**config.mk**
```make
export PLATFORM = sky130hd
export DESIGN_NAME = axi_lite_master_flat
export DESIGN_NICKNAME = d
export VERILOG_FILES = /design/src/rtl/axi_lite_master_if.sv /design/src/rtl/axi_lite_master.sv /design/src/flat_wrapper.sv
export SDC_FILE = /design/constraint.sdc
export NUM_CORES = 1
export LEC_CHECK = 0
export CAP_MARGIN = 20
export CORE_MARGIN = 4
export CORE_UTILIZATION = 48
export CTS_CLUSTER_SIZE = 8
export DETAILED_ROUTE_END_ITERATION = 10
export GPL_TIMING_DRIVEN = 1
export PLACE_DENSITY = 0.83
export REMOVE_ABC_BUFFERS = 1
export SLEW_MARGIN = 20
export SYNTH_ARGS = -nofsm -noshare
export SYNTH_HDL_FRONTEND = slang
export SYNTH_SLANG_ARGS = --single-unit
```
**constraint.sdc**
```tcl
create_clock -name axi_aclk -period 4.2 [get_ports axi_aclk]
set_input_delay 0.84 -clock axi_aclk [delete_from_list [all_inputs] [get_ports axi_aclk]]
set_output_delay 0.84 -clock axi_aclk [all_outputs]
set_load 0.005 [all_outputs]
```
**src/rtl/axi_lite_master_if.sv**
```systemverilog
// Signal bundle for axi_lite_master: command/response side plus the AXI4-Lite bus.
// The master modport is the initiator's view; slave is the view of whatever surrounds it.
interface axi_lite_master_if #(
  parameter int ADDR_WIDTH = 7,
  parameter int DATA_WIDTH = 32
);
  localparam int STRB_WIDTH = DATA_WIDTH / 8;

  logic                  cmd_valid;
  logic                  cmd_ready;
  logic                  cmd_write;
  logic [ADDR_WIDTH-1:0] cmd_addr;
  logic [DATA_WIDTH-1:0] cmd_wdata;
  logic [STRB_WIDTH-1:0] cmd_wstrb;

  logic                  rsp_valid;
  logic                  rsp_ready;
  logic [DATA_WIDTH-1:0] rsp_rdata;
  logic [1:0]            rsp_resp;
  logic                  rsp_timeout;

  logic [ADDR_WIDTH-1:0] m_axi_awaddr;
  logic [2:0]            m_axi_awprot;
  logic                  m_axi_awvalid;
  logic                  m_axi_awready;
  logic [DATA_WIDTH-1:0] m_axi_wdata;
  logic [STRB_WIDTH-1:0] m_axi_wstrb;
  logic                  m_axi_wvalid;
  logic                  m_axi_wready;
  logic [1:0]            m_axi_bresp;
  logic                  m_axi_bvalid;
  logic                  m_axi_bready;
  logic [ADDR_WIDTH-1:0] m_axi_araddr;
  logic [2:0]            m_axi_arprot;
  logic                  m_axi_arvalid;
  logic                  m_axi_arready;
  logic [DATA_WIDTH-1:0] m_axi_rdata;
  logic [1:0]            m_axi_rresp;
  logic                  m_axi_rvalid;
  logic                  m_axi_rready;

  modport master (
    input  cmd_valid, cmd_write, cmd_addr, cmd_wdata, cmd_wstrb,
    output cmd_ready,
    output rsp_valid, rsp_rdata, rsp_resp, rsp_timeout,
    input  rsp_ready,
    output m_axi_awaddr, m_axi_awprot, m_axi_awvalid,
    input  m_axi_awready,
    output m_axi_wdata, m_axi_wstrb, m_axi_wvalid,
    input  m_axi_wready,
    input  m_axi_bresp, m_axi_bvalid,
    output m_axi_bready,
    output m_axi_araddr, m_axi_arprot, m_axi_arvalid,
    input  m_axi_arready,
    input  m_axi_rdata, m_axi_rresp, m_axi_rvalid,
    output m_axi_rready
  );

  modport slave (
    output cmd_valid, cmd_write, cmd_addr, cmd_wdata, cmd_wstrb,
    input  cmd_ready,
    input  rsp_valid, rsp_rdata, rsp_resp, rsp_timeout,
    output rsp_ready,
    input  m_axi_awaddr, m_axi_awprot, m_axi_awvalid,
    output m_axi_awready,
    input  m_axi_wdata, m_axi_wstrb, m_axi_wvalid,
    output m_axi_wready,
    output m_axi_bresp, m_axi_bvalid,
    input  m_axi_bready,
    input  m_axi_araddr, m_axi_arprot, m_axi_arvalid,
    output m_axi_arready,
    output m_axi_rdata, m_axi_rresp, m_axi_rvalid,
    input  m_axi_rready
  );
endinterface

```
**src/rtl/axi_lite_master.sv**
```systemverilog
// Single-outstanding AXI4-Lite initiator: one command in, one AXI transaction out,
// one response back, with a watchdog that turns a hung slave into SLVERR.
module axi_lite_master #(
  parameter int ADDR_WIDTH     = 7,
  parameter int DATA_WIDTH     = 32,
  parameter int TIMEOUT_CYCLES = 256
) (
  input logic               axi_aclk,
  input logic               axi_reset,
  axi_lite_master_if.master bus
);
  localparam int STRB_WIDTH = DATA_WIDTH / 8;
  localparam logic [31:0] TO_LAST = (TIMEOUT_CYCLES > 0) ? 32'(TIMEOUT_CYCLES - 1) : 32'd0;

  typedef enum logic [2:0] {
    S_IDLE, S_WRITE, S_WRITE_RESP, S_READ_ADDR, S_READ_DATA, S_RESP
  } state_t;

  state_t                r_state;
  logic                  r_cmd_ready;
  logic                  r_awvalid, r_wvalid, r_bready, r_arvalid, r_rready;
  logic                  r_rsp_valid, r_rsp_timeout;
  logic [DATA_WIDTH-1:0] r_rsp_rdata;
  logic [1:0]            r_rsp_resp;
  logic [ADDR_WIDTH-1:0] r_addr;
  logic [DATA_WIDTH-1:0] r_wdata;
  logic [STRB_WIDTH-1:0] r_wstrb;
  logic [31:0]           r_cnt;

  logic w_busy, w_expire, w_phase_done, w_aw_done, w_w_done;

  assign w_busy    = (r_state == S_WRITE) || (r_state == S_WRITE_RESP) ||
                     (r_state == S_READ_ADDR) || (r_state == S_READ_DATA);
  assign w_expire  = (TIMEOUT_CYCLES > 0) && (r_cnt >= TO_LAST);
  assign w_aw_done = !r_awvalid || bus.m_axi_awready;
  assign w_w_done  = !r_wvalid || bus.m_axi_wready;

  // The handshake that ends the current state; it takes priority over watchdog expiry.
  // NOTE: every always_comb output gets a default first so no latch is inferred.
  always_comb begin
    w_phase_done = 1'b0;
    case (r_state)
      S_WRITE:      w_phase_done = w_aw_done && w_w_done;
      S_WRITE_RESP: w_phase_done = bus.m_axi_bvalid;
      S_READ_ADDR:  w_phase_done = bus.m_axi_arready;
      S_READ_DATA:  w_phase_done = bus.m_axi_rvalid;
      default:      w_phase_done = 1'b0;
    endcase
  end

  // NOTE: sequential state uses non-blocking assignments only; later ones in the same
  // branch override earlier defaults, which the IDLE branch relies on.
  always_ff @(posedge axi_aclk) begin
    if (axi_reset) begin
      r_state       <= S_IDLE;
      r_cmd_ready   <= 1'b0;
      r_awvalid     <= 1'b0;
      r_wvalid      <= 1'b0;
      r_bready      <= 1'b0;
      r_arvalid     <= 1'b0;
      r_rready      <= 1'b0;
      r_rsp_valid   <= 1'b0;
      r_rsp_timeout <= 1'b0;
      r_rsp_rdata   <= '0;
      r_rsp_resp    <= '0;
      r_addr        <= '0;
      r_wdata       <= '0;
      r_wstrb       <= '0;
      r_cnt         <= '0;
    end else if (w_busy && w_expire && !w_phase_done) begin
      r_awvalid     <= 1'b0;
      r_wvalid      <= 1'b0;
      r_bready      <= 1'b0;
      r_arvalid     <= 1'b0;
      r_rready      <= 1'b0;
      r_rsp_valid   <= 1'b1;
      r_rsp_resp    <= 2'b10;
      r_rsp_timeout <= 1'b1;
      r_rsp_rdata   <= '0;
      r_state       <= S_RESP;
    end else begin
      if (w_busy) r_cnt <= r_cnt + 32'd1;
      case (r_state)
        S_IDLE: begin
          r_cmd_ready <= 1'b1;
          if (r_cmd_ready && bus.cmd_valid) begin
            r_cmd_ready   <= 1'b0;
            r_addr        <= bus.cmd_addr;
            r_wdata       <= bus.cmd_wdata;
            r_wstrb       <= bus.cmd_wstrb;
            r_cnt         <= '0;
            r_rsp_timeout <= 1'b0;
            if (bus.cmd_write) begin
              r_awvalid <= 1'b1;
              r_wvalid  <= 1'b1;
              r_state   <= S_WRITE;
            end else begin
              r_arvalid <= 1'b1;
              r_state   <= S_READ_ADDR;
            end
          end
        end
        S_WRITE: begin
          if (bus.m_axi_awready) r_awvalid <= 1'b0;
          if (bus.m_axi_wready)  r_wvalid  <= 1'b0;
          if (w_phase_done) begin
            r_awvalid <= 1'b0;
            r_wvalid  <= 1'b0;
            r_bready  <= 1'b1;
            r_state   <= S_WRITE_RESP;
          end
        end
        S_WRITE_RESP: begin
          if (bus.m_axi_bvalid) begin
            r_bready    <= 1'b0;
            r_rsp_resp  <= bus.m_axi_bresp;
            r_rsp_rdata <= '0;
            r_rsp_valid <= 1'b1;
            r_state     <= S_RESP;
          end
        end
        S_READ_ADDR: begin
          if (bus.m_axi_arready) begin
            r_arvalid <= 1'b0;
            r_rready  <= 1'b1;
            r_state   <= S_READ_DATA;
          end
        end
        S_READ_DATA: begin
          if (bus.m_axi_rvalid) begin
            r_rready    <= 1'b0;
            r_rsp_rdata <= bus.m_axi_rdata;
            r_rsp_resp  <= bus.m_axi_rresp;
            r_rsp_valid <= 1'b1;
            r_state     <= S_RESP;
          end
        end
        S_RESP: begin
          if (bus.rsp_ready) begin
            r_rsp_valid <= 1'b0;
            r_cmd_ready <= 1'b1;
            r_state     <= S_IDLE;
          end
        end
        default: begin
          r_cmd_ready <= 1'b0;
          r_awvalid   <= 1'b0;
          r_wvalid    <= 1'b0;
          r_bready    <= 1'b0;
          r_arvalid   <= 1'b0;
          r_rready    <= 1'b0;
          r_rsp_valid <= 1'b0;
          r_state     <= S_IDLE;
        end
      endcase
    end
  end

  assign bus.cmd_ready     = r_cmd_ready;
  assign bus.rsp_valid     = r_rsp_valid;
  assign bus.rsp_rdata     = r_rsp_rdata;
  assign bus.rsp_resp      = r_rsp_resp;
  assign bus.rsp_timeout   = r_rsp_timeout;
  assign bus.m_axi_awaddr  = r_addr;
  assign bus.m_axi_awprot  = 3'b000;
  assign bus.m_axi_awvalid = r_awvalid;
  assign bus.m_axi_wdata   = r_wdata;
  assign bus.m_axi_wstrb   = r_wstrb;
  assign bus.m_axi_wvalid  = r_wvalid;
  assign bus.m_axi_bready  = r_bready;
  assign bus.m_axi_araddr  = r_addr;
  assign bus.m_axi_arprot  = 3'b000;
  assign bus.m_axi_arvalid = r_arvalid;
  assign bus.m_axi_rready  = r_rready;
endmodule
```
**src/flat_wrapper.sv**
```systemverilog
// flat-port wrapper written by rule: the top's interface ports become plain ports
module axi_lite_master_flat 
#(
  parameter int ADDR_WIDTH     = 7,
  parameter int DATA_WIDTH     = 32,
  parameter int TIMEOUT_CYCLES = 256
)
  (axi_aclk, axi_reset, bus_cmd_valid, bus_cmd_write, bus_cmd_addr, bus_cmd_wdata, bus_cmd_wstrb, bus_cmd_ready, bus_rsp_valid, bus_rsp_rdata, bus_rsp_resp, bus_rsp_timeout, bus_rsp_ready, bus_m_axi_awaddr, bus_m_axi_awprot, bus_m_axi_awvalid, bus_m_axi_awready, bus_m_axi_wdata, bus_m_axi_wstrb, bus_m_axi_wvalid, bus_m_axi_wready, bus_m_axi_bresp, bus_m_axi_bvalid, bus_m_axi_bready, bus_m_axi_araddr, bus_m_axi_arprot, bus_m_axi_arvalid, bus_m_axi_arready, bus_m_axi_rdata, bus_m_axi_rresp, bus_m_axi_rvalid, bus_m_axi_rready);
  axi_lite_master_if #(.ADDR_WIDTH(ADDR_WIDTH), .DATA_WIDTH(DATA_WIDTH)) bus_i ();
  input logic axi_aclk;
  input logic axi_reset;
  input wire logic [$bits(bus_i.cmd_valid)-1:0] bus_cmd_valid;
  input wire logic [$bits(bus_i.cmd_write)-1:0] bus_cmd_write;
  input wire logic [$bits(bus_i.cmd_addr)-1:0] bus_cmd_addr;
  input wire logic [$bits(bus_i.cmd_wdata)-1:0] bus_cmd_wdata;
  input wire logic [$bits(bus_i.cmd_wstrb)-1:0] bus_cmd_wstrb;
  output wire logic [$bits(bus_i.cmd_ready)-1:0] bus_cmd_ready;
  output wire logic [$bits(bus_i.rsp_valid)-1:0] bus_rsp_valid;
  output wire logic [$bits(bus_i.rsp_rdata)-1:0] bus_rsp_rdata;
  output wire logic [$bits(bus_i.rsp_resp)-1:0] bus_rsp_resp;
  output wire logic [$bits(bus_i.rsp_timeout)-1:0] bus_rsp_timeout;
  input wire logic [$bits(bus_i.rsp_ready)-1:0] bus_rsp_ready;
  output wire logic [$bits(bus_i.m_axi_awaddr)-1:0] bus_m_axi_awaddr;
  output wire logic [$bits(bus_i.m_axi_awprot)-1:0] bus_m_axi_awprot;
  output wire logic [$bits(bus_i.m_axi_awvalid)-1:0] bus_m_axi_awvalid;
  input wire logic [$bits(bus_i.m_axi_awready)-1:0] bus_m_axi_awready;
  output wire logic [$bits(bus_i.m_axi_wdata)-1:0] bus_m_axi_wdata;
  output wire logic [$bits(bus_i.m_axi_wstrb)-1:0] bus_m_axi_wstrb;
  output wire logic [$bits(bus_i.m_axi_wvalid)-1:0] bus_m_axi_wvalid;
  input wire logic [$bits(bus_i.m_axi_wready)-1:0] bus_m_axi_wready;
  input wire logic [$bits(bus_i.m_axi_bresp)-1:0] bus_m_axi_bresp;
  input wire logic [$bits(bus_i.m_axi_bvalid)-1:0] bus_m_axi_bvalid;
  output wire logic [$bits(bus_i.m_axi_bready)-1:0] bus_m_axi_bready;
  output wire logic [$bits(bus_i.m_axi_araddr)-1:0] bus_m_axi_araddr;
  output wire logic [$bits(bus_i.m_axi_arprot)-1:0] bus_m_axi_arprot;
  output wire logic [$bits(bus_i.m_axi_arvalid)-1:0] bus_m_axi_arvalid;
  input wire logic [$bits(bus_i.m_axi_arready)-1:0] bus_m_axi_arready;
  input wire logic [$bits(bus_i.m_axi_rdata)-1:0] bus_m_axi_rdata;
  input wire logic [$bits(bus_i.m_axi_rresp)-1:0] bus_m_axi_rresp;
  input wire logic [$bits(bus_i.m_axi_rvalid)-1:0] bus_m_axi_rvalid;
  output wire logic [$bits(bus_i.m_axi_rready)-1:0] bus_m_axi_rready;
  assign bus_i.cmd_valid = bus_cmd_valid;
  assign bus_i.cmd_write = bus_cmd_write;
  assign bus_i.cmd_addr = bus_cmd_addr;
  assign bus_i.cmd_wdata = bus_cmd_wdata;
  assign bus_i.cmd_wstrb = bus_cmd_wstrb;
  assign bus_cmd_ready = bus_i.cmd_ready;
  assign bus_rsp_valid = bus_i.rsp_valid;
  assign bus_rsp_rdata = bus_i.rsp_rdata;
  assign bus_rsp_resp = bus_i.rsp_resp;
  assign bus_rsp_timeout = bus_i.rsp_timeout;
  assign bus_i.rsp_ready = bus_rsp_ready;
  assign bus_m_axi_awaddr = bus_i.m_axi_awaddr;
  assign bus_m_axi_awprot = bus_i.m_axi_awprot;
  assign bus_m_axi_awvalid = bus_i.m_axi_awvalid;
  assign bus_i.m_axi_awready = bus_m_axi_awready;
  assign bus_m_axi_wdata = bus_i.m_axi_wdata;
  assign bus_m_axi_wstrb = bus_i.m_axi_wstrb;
  assign bus_m_axi_wvalid = bus_i.m_axi_wvalid;
  assign bus_i.m_axi_wready = bus_m_axi_wready;
  assign bus_i.m_axi_bresp = bus_m_axi_bresp;
  assign bus_i.m_axi_bvalid = bus_m_axi_bvalid;
  assign bus_m_axi_bready = bus_i.m_axi_bready;
  assign bus_m_axi_araddr = bus_i.m_axi_araddr;
  assign bus_m_axi_arprot = bus_i.m_axi_arprot;
  assign bus_m_axi_arvalid = bus_i.m_axi_arvalid;
  assign bus_i.m_axi_arready = bus_m_axi_arready;
  assign bus_i.m_axi_rdata = bus_m_axi_rdata;
  assign bus_i.m_axi_rresp = bus_m_axi_rresp;
  assign bus_i.m_axi_rvalid = bus_m_axi_rvalid;
  assign bus_m_axi_rready = bus_i.m_axi_rready;
  axi_lite_master #(.ADDR_WIDTH(ADDR_WIDTH), .DATA_WIDTH(DATA_WIDTH), .TIMEOUT_CYCLES(TIMEOUT_CYCLES)) u_core (.axi_aclk(axi_aclk), .axi_reset(axi_reset), .bus(bus_i));
endmodule
```
==> impl_metrics.env <==
export IMPL_outcome="finished clean"
export IMPL_dr_pass1_iters=6
export IMPL_clkTransAtPathRegs_ns=0.06
export IMPL_routed_wirelength_um=15900
export IMPL_maxCapViolCount=0
export IMPL_worstPathRequired_ns=4.55
export IMPL_yosysMostFrequentCell="nand2_1"
export IMPL_drive_gt1_share_pct=7.69
export IMPL_yosys_top_cells_area="dfxtp_1, nand2_1, a21oi_1, nand3_1, nor2_1"
export IMPL_synthTopCellsByCount="nand2_1, dfxtp_1, a21oi_1"
export IMPL_worstPathArrival_ns=3.40
export IMPL_syn_area_per_cell_um2=7.98
export IMPL_path_class="reg2reg"
export IMPL_vias=5353
export IMPL_cts_hold_buf=0
export IMPL_final_net_count=896
export IMPL_tightest_slew_ns=1.03
export IMPL_layout_setup_ws_ns=1.15
export IMPL_clock_sinks=120
export IMPL_finalCritPeriodShare_pct=72.6
export IMPL_fin_skew_ns=0.0131
export IMPL_port_buffers=180
export IMPL_synthCells=649
export IMPL_seq_area_frac_synth_pct=46.4
export IMPL_dp_hpwl_um=11000
export IMPL_cts_made_buffers=17
export IMPL_yosysTopAreaCell="dfxtp_1"
export IMPL_die_y_um=112
export IMPL_initial_core_util_pct=49.7
export IMPL_vdd_ir_drop_max_mv=0.242
export IMPL_drt_iter0_drc=540
export IMPL_synth_async_reset_ratio_pct=0
export IMPL_core_area_um2=10400
export IMPL_hp_class="reg2reg"
export IMPL_cp_start_kind="flip-flop"
export IMPL_grt_ovfl_total=0
export IMPL_grt_pass1_wl_um=25100
export IMPL_netlist_area_leader_share_pct=46.4
export IMPL_fmax_mhz=328
export IMPL_crit_path_end_kind="flip-flop"
export IMPL_rsz0062_at_grt="false"
export IMPL_drc=0
export IMPL_clk_path_buf_depth=2
export IMPL_row_count=37
export IMPL_wire_per_inst_um=16.6
export IMPL_root_buffer="clkbuf_8"
export IMPL_cts_resized=0
export IMPL_hold_violations=0
export IMPL_synth_cell_type_count=50
export IMPL_crit_fanout=39
export IMPL_fin_tns_setup_ns=0
export IMPL_dieArea_um2=12500
export IMPL_relSlewSlack_pct=31.1
export IMPL_grt_max_degree=53
export IMPL_antenna_found_initial=0
export IMPL_clock_latency_ns=0.51
export IMPL_pin_count=187
export IMPL_yosys_warnings=0
export IMPL_drv_slew=0
export IMPL_area_delta_synth_final_pct=46.2
export IMPL_ant_nets=0
export IMPL_die_width_um=112
export IMPL_powerDensity_nw_per_um2=428
export IMPL_fin_hold_ws_ns=0.449
export IMPL_insertedDiodeCount=0
export IMPL_synth_area_um2=5180
export IMPL_setup_viol=0
export IMPL_htreeDepth=4
export IMPL_grt_usage_pct=24.3
export IMPL_yosys_register_bits=120
export IMPL_p_leak_uw=0.00258
export IMPL_viasPerCell=5.61
export IMPL_post_place_ws_ns=0.930
export IMPL_place_gp_congestion=0.835
export IMPL_fin_crit_ns=3.05
export IMPL_cts_tree="built"
export IMPL_ys_flop_type="dfxtp_1"
export IMPL_synth_edf_count=0
export IMPL_first_global_vias=5094
export IMPL_post_cts_buffers=0
==> routing by layer <==
metal | vias to the layer above | routed length, um | global-route usage [%]
met3 | 34 | 1240 | 6.03
li1 | 2548 | - | -
met2 | 234 | 7820 | 40.9
met1 | 2537 | 6390 | 29.6
met4 | 0 | 438 | 10.3
met5 | - | 0 | 0
==> power by group <==
group          total (uW)  switching [uW]  leakage, uW  internal, uW
clock                1520             533     0.000299           986
sequential           1250            53.7     0.000971          1190
combinational         471             236      0.00131           235
==> cell usage in the layout (no fill, tap or decap), drive strengths merged, types with 3 or more instances in the layout <==
cell type,n
o21a,8
o21ai,22
or4,3
o211ai,3
and3,5
nor2b,5
clkdlybuf4s50,179
nor3,9
a22oi,3
a21oi,95
nand2,146
nor2,36
o2111ai,3
conb,6
and4,5
and2,4
buf,7
or2,6
clkinv,6
clkbuf,19
nand2b,7
inv,3
xnor2,5
bufinv,4
or3,5
dfxtp,120
nand4,8
nor4,11
a31oi,7
xor2,14
nand3,48
==> cell families after synthesis <==
family,Yosys count,share of synthesized area (%)
compound gates,147,16.5
xor+xnor,19,3.21
fa+ha+maj,1,0.242
buf+inv,55,5.58
flops,120,46.4
mux,3,0.604
other cells,1,0.0724
simple gates,303,27.3
==> flip-flops by register name, summed over array words and instances, names as in the netlist, 2 cells and up <==
register,count
u_core.bus.rsp_resp,2
u_core.bus.m_axi_wstrb,4
u_core.r_state,3
u_core.bus.rsp_rdata,32
u_core.r_cnt,32
u_core.bus.m_axi_wdata,32
u_core.bus.m_axi_araddr,7
==> critical path: stages (launching register included) <==
cell      delay, ns
dfxtp_1        0.87
nor3b_2        0.13
buf_4          0.25
a22oi_2        0.32
o31ai_1        0.18
or2_1          0.32
nand2b_2       0.65
nor2_1         0.15
==> layout make-up <==
type | count | area, um^2
Fill cell | 744 | 2850
Multi-Input combinational cell | 479 | 2520
Sequential cell | 120 | 2400
Timing Repair Buffer | 186 | 1840
Clock buffer | 19 | 432
Clock inverter | 13 | 196
Tap cell | 136 | 170
Inverter | 2 | 7.51
==> per-stage QoR <==
step / cell area (um^2) / utilization, % / total power (uW) / cells
floorplan: 4910 / - / 1450 / 601
global placement: 6940 / 66.6 / 1720 / 923
detailed placement: 6940 / 66.6 / 1730 / 923
CTS: 7570 / 72.7 / 3250 / 955
global route: 7570 / 72.7 / 3340 / 955
finish: 7570 / 72.7 / 3240 / 955
==> path summary, 6_finish.rpt <==
check,slack [ns],start,depth (start not counted),endpoint
setup / recovery,1.15,u_core.r_state[0]$_SDFFE_PP0P_,7,u_core.bus.m_axi_bready$_SDFFE_PP0P_
hold / removal,0.45,u_core.bus.rsp_rdata[6]$_SDFFE_PP0P_,2,u_core.bus.rsp_rdata[6]$_SDFFE_PP0P_
setup reg to reg,1.15,u_core.r_state[0]$_SDFFE_PP0P_,7,u_core.bus.m_axi_bready$_SDFFE_PP0P_
hold reg to reg,0.45,u_core.bus.rsp_rdata[6]$_SDFFE_PP0P_,2,u_core.bus.rsp_rdata[6]$_SDFFE_PP0P_
Power figures use the tool's default switching activity.
